### src/rtl/data_mem_arbiter_pkg.sv
// Shared types for the data-memory arbiter: channel FSM states, perf counter width
// and the consumer-index width helper.
package data_mem_arbiter_pkg;

  localparam int PERF_W = 32;

  typedef enum logic [1:0] {
    IDLE       = 2'd0,
    READ_WAIT  = 2'd1,
    WRITE_WAIT = 2'd2,
    RELAY      = 2'd3
  } chan_state_t;

  function automatic int idx_w(input int n);
    return (n > 1) ? $clog2(n) : 1;
  endfunction

endpackage

### src/rtl/data_mem_arb_channel.sv
// One memory channel: IDLE/READ_WAIT/WRITE_WAIT/RELAY FSM plus the registered
// consumer index, address and write data of the transaction it owns.
module data_mem_arb_channel
  import data_mem_arbiter_pkg::*;
#(
  parameter int ADDR_BITS = 8,
  parameter int DATA_BITS = 8,
  parameter int IDX_W     = 4
) (
  input  logic                 clk,
  input  logic                 reset,
  input  logic                 grant,
  input  logic                 grant_write,
  input  logic [IDX_W-1:0]     grant_idx,
  input  logic [ADDR_BITS-1:0] grant_addr,
  input  logic [DATA_BITS-1:0] grant_data,
  input  logic                 cons_valid,
  input  logic                 mem_read_ready,
  input  logic [DATA_BITS-1:0] mem_read_data,
  input  logic                 mem_write_ready,
  output logic                 idle,
  output logic                 done,
  output logic [IDX_W-1:0]     idx,
  output logic                 mem_read_valid,
  output logic                 mem_write_valid,
  output logic [ADDR_BITS-1:0] mem_addr,
  output logic [DATA_BITS-1:0] mem_wdata,
  output logic                 cons_read_ready,
  output logic                 cons_write_ready,
  output logic [DATA_BITS-1:0] cons_read_data
);

  chan_state_t state, state_next;

  always_ff @(posedge clk) begin
    if (reset) state <= IDLE;
    else       state <= state_next;
  end

  // Memory ready only counts once our valid is actually on the bus.
  always_comb begin
    state_next = state;
    case (state)
      IDLE:       if (grant) state_next = grant_write ? WRITE_WAIT : READ_WAIT;
      READ_WAIT:  if (mem_read_valid && mem_read_ready) state_next = RELAY;
      WRITE_WAIT: if (mem_write_valid && mem_write_ready) state_next = RELAY;
      RELAY:      if (!cons_valid) state_next = IDLE;
      default:    state_next = IDLE;
    endcase
  end

  assign idle = (state == IDLE);
  assign done = (state == RELAY) && !cons_valid;

  always_ff @(posedge clk) begin
    if (reset) begin
      idx              <= '0;
      mem_read_valid   <= 1'b0;
      mem_write_valid  <= 1'b0;
      mem_addr         <= '0;
      mem_wdata        <= '0;
      cons_read_ready  <= 1'b0;
      cons_write_ready <= 1'b0;
      cons_read_data   <= '0;
    end else begin
      case (state)
        IDLE: begin
          if (grant) begin
            idx       <= grant_idx;
            mem_addr  <= grant_addr;
            mem_wdata <= grant_data;
          end
        end
        READ_WAIT: begin
          if (!mem_read_valid) mem_read_valid <= 1'b1;
          else if (mem_read_ready) begin
            mem_read_valid  <= 1'b0;
            cons_read_data  <= mem_read_data;
            cons_read_ready <= 1'b1;
          end
        end
        WRITE_WAIT: begin
          if (!mem_write_valid) mem_write_valid <= 1'b1;
          else if (mem_write_ready) begin
            mem_write_valid  <= 1'b0;
            cons_write_ready <= 1'b1;
          end
        end
        RELAY: begin
          if (!cons_valid) begin
            cons_read_ready  <= 1'b0;
            cons_write_ready <= 1'b0;
          end
        end
        default: ;
      endcase
    end
  end

endmodule

### src/rtl/data_mem_arbiter.sv
// Shares NUM_CHANNELS data-memory channels among NUM_CONSUMERS LSUs with ordered
// round-robin grant. Optional perf counters under DATA_MEM_ARBITER_PERF_EN.
module data_mem_arbiter
  import data_mem_arbiter_pkg::*;
#(
  parameter int ADDR_BITS     = 8,
  parameter int DATA_BITS     = 8,
  parameter int NUM_CONSUMERS = 16,
  parameter int NUM_CHANNELS  = 4
) (
  input  logic                              clk,
  input  logic                              reset,
  input  logic [NUM_CONSUMERS-1:0]          consumer_read_valid,
  input  logic [NUM_CONSUMERS*ADDR_BITS-1:0] consumer_read_address,
  output logic [NUM_CONSUMERS-1:0]          consumer_read_ready,
  output logic [NUM_CONSUMERS*DATA_BITS-1:0] consumer_read_data,
  input  logic [NUM_CONSUMERS-1:0]          consumer_write_valid,
  input  logic [NUM_CONSUMERS*ADDR_BITS-1:0] consumer_write_address,
  input  logic [NUM_CONSUMERS*DATA_BITS-1:0] consumer_write_data,
  output logic [NUM_CONSUMERS-1:0]          consumer_write_ready,
  output logic [NUM_CHANNELS-1:0]           mem_read_valid,
  output logic [NUM_CHANNELS*ADDR_BITS-1:0] mem_read_address,
  input  logic [NUM_CHANNELS-1:0]           mem_read_ready,
  input  logic [NUM_CHANNELS*DATA_BITS-1:0] mem_read_data,
  output logic [NUM_CHANNELS-1:0]           mem_write_valid,
  output logic [NUM_CHANNELS*ADDR_BITS-1:0] mem_write_address,
  output logic [NUM_CHANNELS*DATA_BITS-1:0] mem_write_data,
  input  logic [NUM_CHANNELS-1:0]           mem_write_ready
`ifdef DATA_MEM_ARBITER_PERF_EN
  ,
  output logic [PERF_W-1:0]                 perf_grants,
  output logic [PERF_W-1:0]                 perf_stall_cycles,
  input  logic                              perf_clear
`endif
);

  localparam int IDX_W = idx_w(NUM_CONSUMERS);

  logic [NUM_CONSUMERS-1:0] req, claim, claim_next, taken;
  logic [NUM_CHANNELS-1:0][IDX_W-1:0] rr_ptr, pick, idx;
  logic [NUM_CHANNELS-1:0] grant, grant_write, idle, done, cons_valid, rd_rdy, wr_rdy;
  logic [NUM_CHANNELS-1:0][ADDR_BITS-1:0] grant_addr, chan_addr;
  logic [NUM_CHANNELS-1:0][DATA_BITS-1:0] grant_data, chan_wdata, rd_data;

  assign req = consumer_read_valid | consumer_write_valid;

  // Channels pick in index order; each pick is hidden from higher channels.
  always_comb begin
    int cand;
    cand  = 0;
    taken = claim;
    grant = '0;
    pick  = '0;
    for (int c = 0; c < NUM_CHANNELS; c++) begin
      if (idle[c]) begin
        for (int k = 0; k < NUM_CONSUMERS; k++) begin
          cand = (int'(rr_ptr[c]) + k) % NUM_CONSUMERS;
          if (!grant[c] && req[cand] && !taken[cand]) begin
            grant[c] = 1'b1;
            pick[c]  = IDX_W'(cand);
          end
        end
        if (grant[c]) taken[pick[c]] = 1'b1;
      end
    end
  end

  always_comb begin
    claim_next = claim;
    for (int c = 0; c < NUM_CHANNELS; c++) begin
      if (grant[c]) claim_next[pick[c]] = 1'b1;
      if (done[c])  claim_next[idx[c]]  = 1'b0;
    end
  end

  always_ff @(posedge clk) begin
    if (reset) begin
      claim  <= '0;
      rr_ptr <= '0;
    end else begin
      claim <= claim_next;
      for (int c = 0; c < NUM_CHANNELS; c++)
        if (grant[c])
          rr_ptr[c] <= (int'(pick[c]) == NUM_CONSUMERS - 1) ? '0 : pick[c] + 1'b1;
    end
  end

  for (genvar c = 0; c < NUM_CHANNELS; c++) begin : g_chan
    assign grant_write[c] = consumer_write_valid[pick[c]];
    assign grant_addr[c]  = consumer_write_valid[pick[c]]
                          ? consumer_write_address[pick[c]*ADDR_BITS +: ADDR_BITS]
                          : consumer_read_address[pick[c]*ADDR_BITS +: ADDR_BITS];
    assign grant_data[c]  = consumer_write_data[pick[c]*DATA_BITS +: DATA_BITS];
    assign cons_valid[c]  = req[idx[c]];

    data_mem_arb_channel #(
      .ADDR_BITS(ADDR_BITS),
      .DATA_BITS(DATA_BITS),
      .IDX_W    (IDX_W)
    ) u_chan (
      .clk             (clk),
      .reset           (reset),
      .grant           (grant[c]),
      .grant_write     (grant_write[c]),
      .grant_idx       (pick[c]),
      .grant_addr      (grant_addr[c]),
      .grant_data      (grant_data[c]),
      .cons_valid      (cons_valid[c]),
      .mem_read_ready  (mem_read_ready[c]),
      .mem_read_data   (mem_read_data[c*DATA_BITS +: DATA_BITS]),
      .mem_write_ready (mem_write_ready[c]),
      .idle            (idle[c]),
      .done            (done[c]),
      .idx             (idx[c]),
      .mem_read_valid  (mem_read_valid[c]),
      .mem_write_valid (mem_write_valid[c]),
      .mem_addr        (chan_addr[c]),
      .mem_wdata       (chan_wdata[c]),
      .cons_read_ready (rd_rdy[c]),
      .cons_write_ready(wr_rdy[c]),
      .cons_read_data  (rd_data[c])
    );

    assign mem_read_address[c*ADDR_BITS +: ADDR_BITS]  = chan_addr[c];
    assign mem_write_address[c*ADDR_BITS +: ADDR_BITS] = chan_addr[c];
    assign mem_write_data[c*DATA_BITS +: DATA_BITS]    = chan_wdata[c];
  end

  // A consumer owns at most one channel, so plain OR-steering is safe.
  always_comb begin
    consumer_read_ready  = '0;
    consumer_write_ready = '0;
    consumer_read_data   = '0;
    for (int c = 0; c < NUM_CHANNELS; c++) begin
      if (rd_rdy[c]) begin
        consumer_read_ready[idx[c]] = 1'b1;
        consumer_read_data[idx[c]*DATA_BITS +: DATA_BITS] = rd_data[c];
      end
      if (wr_rdy[c]) consumer_write_ready[idx[c]] = 1'b1;
    end
  end

`ifdef DATA_MEM_ARBITER_PERF_EN
  logic [PERF_W:0] grant_sum;

  always_comb begin
    grant_sum = {1'b0, perf_grants};
    for (int c = 0; c < NUM_CHANNELS; c++)
      grant_sum = grant_sum + (PERF_W+1)'(grant[c]);
  end

  always_ff @(posedge clk) begin
    if (reset || perf_clear) begin
      perf_grants       <= '0;
      perf_stall_cycles <= '0;
    end else begin
      perf_grants <= grant_sum[PERF_W] ? '1 : grant_sum[PERF_W-1:0];
      if (|(req & ~claim) && (perf_stall_cycles != '1))
        perf_stall_cycles <= perf_stall_cycles + 1'b1;
    end
  end
`endif

endmodule

### config.mk
export PLATFORM = sky130hd
export DESIGN_NAME = data_mem_arbiter
export DESIGN_NICKNAME = d
export VERILOG_FILES = /design/src/rtl/data_mem_arbiter_pkg.sv /design/src/rtl/data_mem_arb_channel.sv /design/src/rtl/data_mem_arbiter.sv
export SDC_FILE = /design/constraint.sdc
export NUM_CORES = 2
export LEC_CHECK = 0
export CORE_MARGIN = 2
export CORE_UTILIZATION = 30
export CTS_BUF_LIST = sky130_fd_sc_hd__clkbuf_4
export DETAILED_ROUTE_END_ITERATION = 12
export SKIP_LAST_GASP = 1
export SYNTH_ARGS = -nofsm -noshare
export SYNTH_HDL_FRONTEND = slang
export SYNTH_HIERARCHICAL = 1
export SYNTH_SLANG_ARGS = --single-unit
### constraint.sdc
create_clock -name clk -period 22.9 [get_ports clk]
set_input_delay 6.87 -clock clk [delete_from_list [all_inputs] [get_ports clk]]
set_output_delay 6.87 -clock clk [all_outputs]
set_load 0.01 [all_outputs]
==> qor.yml <==
ant_nets: 0
synth_top_cell_area_share: 0.144
setup_viol: 0
antenna_found_initial: 34
clock_pin_slew_reported_for_the_worst_setup_and_hold_paths_after_clock_tree_synthesis_ps: 330
cp.required_ps: 23710
post_drt_via_cell_ratio: 6.63
ys_seq_elements: 168
detailedRoute.firstPassIterationCount: 6
timing.clock.skew_ps: 118
cp-start-kind: "primary input"
overall_die_height_um: 382
sort_of_element_at_the_end_of_the_critical_path: "flop"
gp_routability_congestion: 1.09
floorplan.rows: 138
synthTopCellsByArea: "sky130_fd_sc_hd__nand2_1 (14%), sky130_fd_sc_hd__dfxtp_1 (7.8%), sky130_fd_sc_hd__mux4_2 (5.5%)"
hold_fix_buffers_cts: 0
worst_skew_pair.late_latency_ps: 850
netlist_instances: 6787
synth_largest_area_cell: "sky130_fd_sc_hd__nand2_1"
initialDrtViolationCount: 9551
synth_cell_type_count: 130
route.detailed.wl_per_inst_um: 34.6
die-width_um: 382
synth_commonest_cells: "sky130_fd_sc_hd__nand2_1 (1646), sky130_fd_sc_hd__a21oi_1 (434), sky130_fd_sc_hd__o21ai_0 (414)"
synth.most_common_cell: "sky130_fd_sc_hd__nand2_1"
placeableCoreArea_mm2: 0.142
tightestPinTransition_ps: 1520
synthesis.area_mm2: 0.0429
worstSetupPathType: "primary input to flop"
ys.flop_type: "sky130_fd_sc_hd__dfxtp_1"
timing.final.ws_setup_ps: 568
floorplan.initialDensity: 0.303
clk_path_buf_depth: 2
design.portCount: 722
floorplan.die_area_mm2: 0.146
fin_tns_setup_ps: 0
crit_path_max_fanout: 24
max_fclk_mhz: 44.8
cap_viol_max_count: 1
worst_reg2reg_setup_slack_ps: 5380
yosys_warnings: 6
cts_root_buf: "sky130_fd_sc_hd__clkbuf_4"
ctsHtreeMaxLevel: 4
ys_async_sr_fraction: 0
clock-sinks: 168
areaGrowthSynthToFinish_pct: 34.1
cpPeakStageDelay_ps: 760
wl_um: 336000
placement.setup.worst_slack_ps: -192
finalCritPeriodShare: 0.975
first_global_vias: 60000
io_buffer_count: 721
dp_hpwl_um: 269000
ys_seq_area_frac: 0.0785
drc_errors: 0
share_of_cells_above_drive_strength_1: 0.156
global_route.usage.total: 0.439
failed_checks: "capacitance limit, slew limit"
grt_remaining_overflow: 0
outcome: "complete, but fails checks"
hold_viol_final: 0
nNetsFinal: 8343
max_slew_margin_vs_limit: -0.0245
slew_viol_final: 2
hp-class: "flop to flop"
rsz0062_at_grt: "false"
syn_nets: 7342
clock_tree_from_tritoncts: "yes"
min_tclk_post_route_ps: 22330
vias: 64400
timing.critical_path.mode_cell: "sky130_fd_sc_hd__buf_4"
first_pass_grt_wire_length_um: 464000
critical-path-slowest-cell: "sky130_fd_sc_hd__o31ai_1"
cts_buf_count: 17
critical_path_arrival_ps: 23140
pin_count_of_the_biggest_net_entering_global_routing: 112
synth_enable_flop_cells: 0
post_cts_buffers: 0
synth_area_per_cell_um2: 6.31
## worst paths after layout
check                                 from                             to  cells past startpoint
min          g_chan[1].u_chan/mem_wdata[1]  g_chan[1].u_chan/mem_wdata[1]                      2
max               consumer_write_valid[10]   g_chan[3].u_chan/mem_addr[5]                     63
max reg2reg                      rr_ptr[0]   g_chan[3].u_chan/mem_addr[5]                     63
min reg2reg  g_chan[1].u_chan/mem_wdata[1]  g_chan[1].u_chan/mem_wdata[1]                      2
## worst max-delay path, delay by kind of cell
kind,cells,cell delay (ps)
mux,4,1070
simple gates,12,2630
buf+inv,16,3390
compound gates,31,9110
## area by class of cell
class	count	area, um^2
Inverter	91	354
Fill cell	15200	84100
Clock inverter	15	209
Clock buffer	17	128
Timing Repair Buffer	1616	14400
Tap cell	1890	2360
Sequential cell	168	3370
Multi-Input combinational cell	5894	36700
Antenna cell	16	40.0
## repair_timing
| action | CTS | global route |
|---|---|---|
| gates resized for setup | 0 | 10 |
| setup endpoints to repair | 0 | 17 |
| hold endpoints to repair | 0 | 0 |
## routing by layer
metal,global-route usage,up-vias,wire (um)
met5,0,-,174
li1,-,27500,-
met4,0.299,28,27900
met3,0.118,964,37700
met1,0.548,31200,130000
met2,0.655,4694,141000
## logic make-up after synthesis
group                      Yosys count  share of synthesized area
adders and majority gates           97                     0.0283
and+or+nand+nor                   3162                      0.337
xor gates and xnor gates            78                     0.0163
muxes                              306                      0.103
AOI/OAI and AO/OA                 2251                      0.365
buffers and inverters              725                     0.0717
DFF                                168                     0.0785
## state kept, by name, indices dropped and copies added, names as in the netlist
name and cells:
claim 16, g_chan.u_chan/cons_read_data 32, g_chan.u_chan/cons_read_ready 4, g_chan.u_chan/cons_write_ready 4, g_chan.u_chan/idx 16, g_chan.u_chan/mem_addr 32, g_chan.u_chan/mem_read_valid 4, g_chan.u_chan/mem_wdata 32
g_chan.u_chan/mem_write_valid 4, g_chan.u_chan/state 8, rr_ptr 16
## through the flow
step	area, um^2	instances	util	hold WS [ps]
floorplan	42900	6787	-	435
global placement	57100	9658	0.403	444
detailed placement	57100	9658	0.403	450
CTS	57400	9690	0.405	472
global route	57500	9697	0.406	493
finish	57500	9707	0.406	470
## cell usage in the layout (no fill, tap or decap), drive strengths merged, types with 133 or more instances in the layout
master	synthesis	final
a311oi	133	133
dfxtp	168	168
buf	225	896
nand3	332	332
a211oi	245	245
a21oi	438	438
nor2	363	363
nand2	1649	1649
mux2i	174	174
o21ai	440	440
clkdlybuf4s50	0	720
and3	222	222
Power is not shown: default switching activity piles up to over one toggle a cycle in this logic, so the estimate is an artifact.
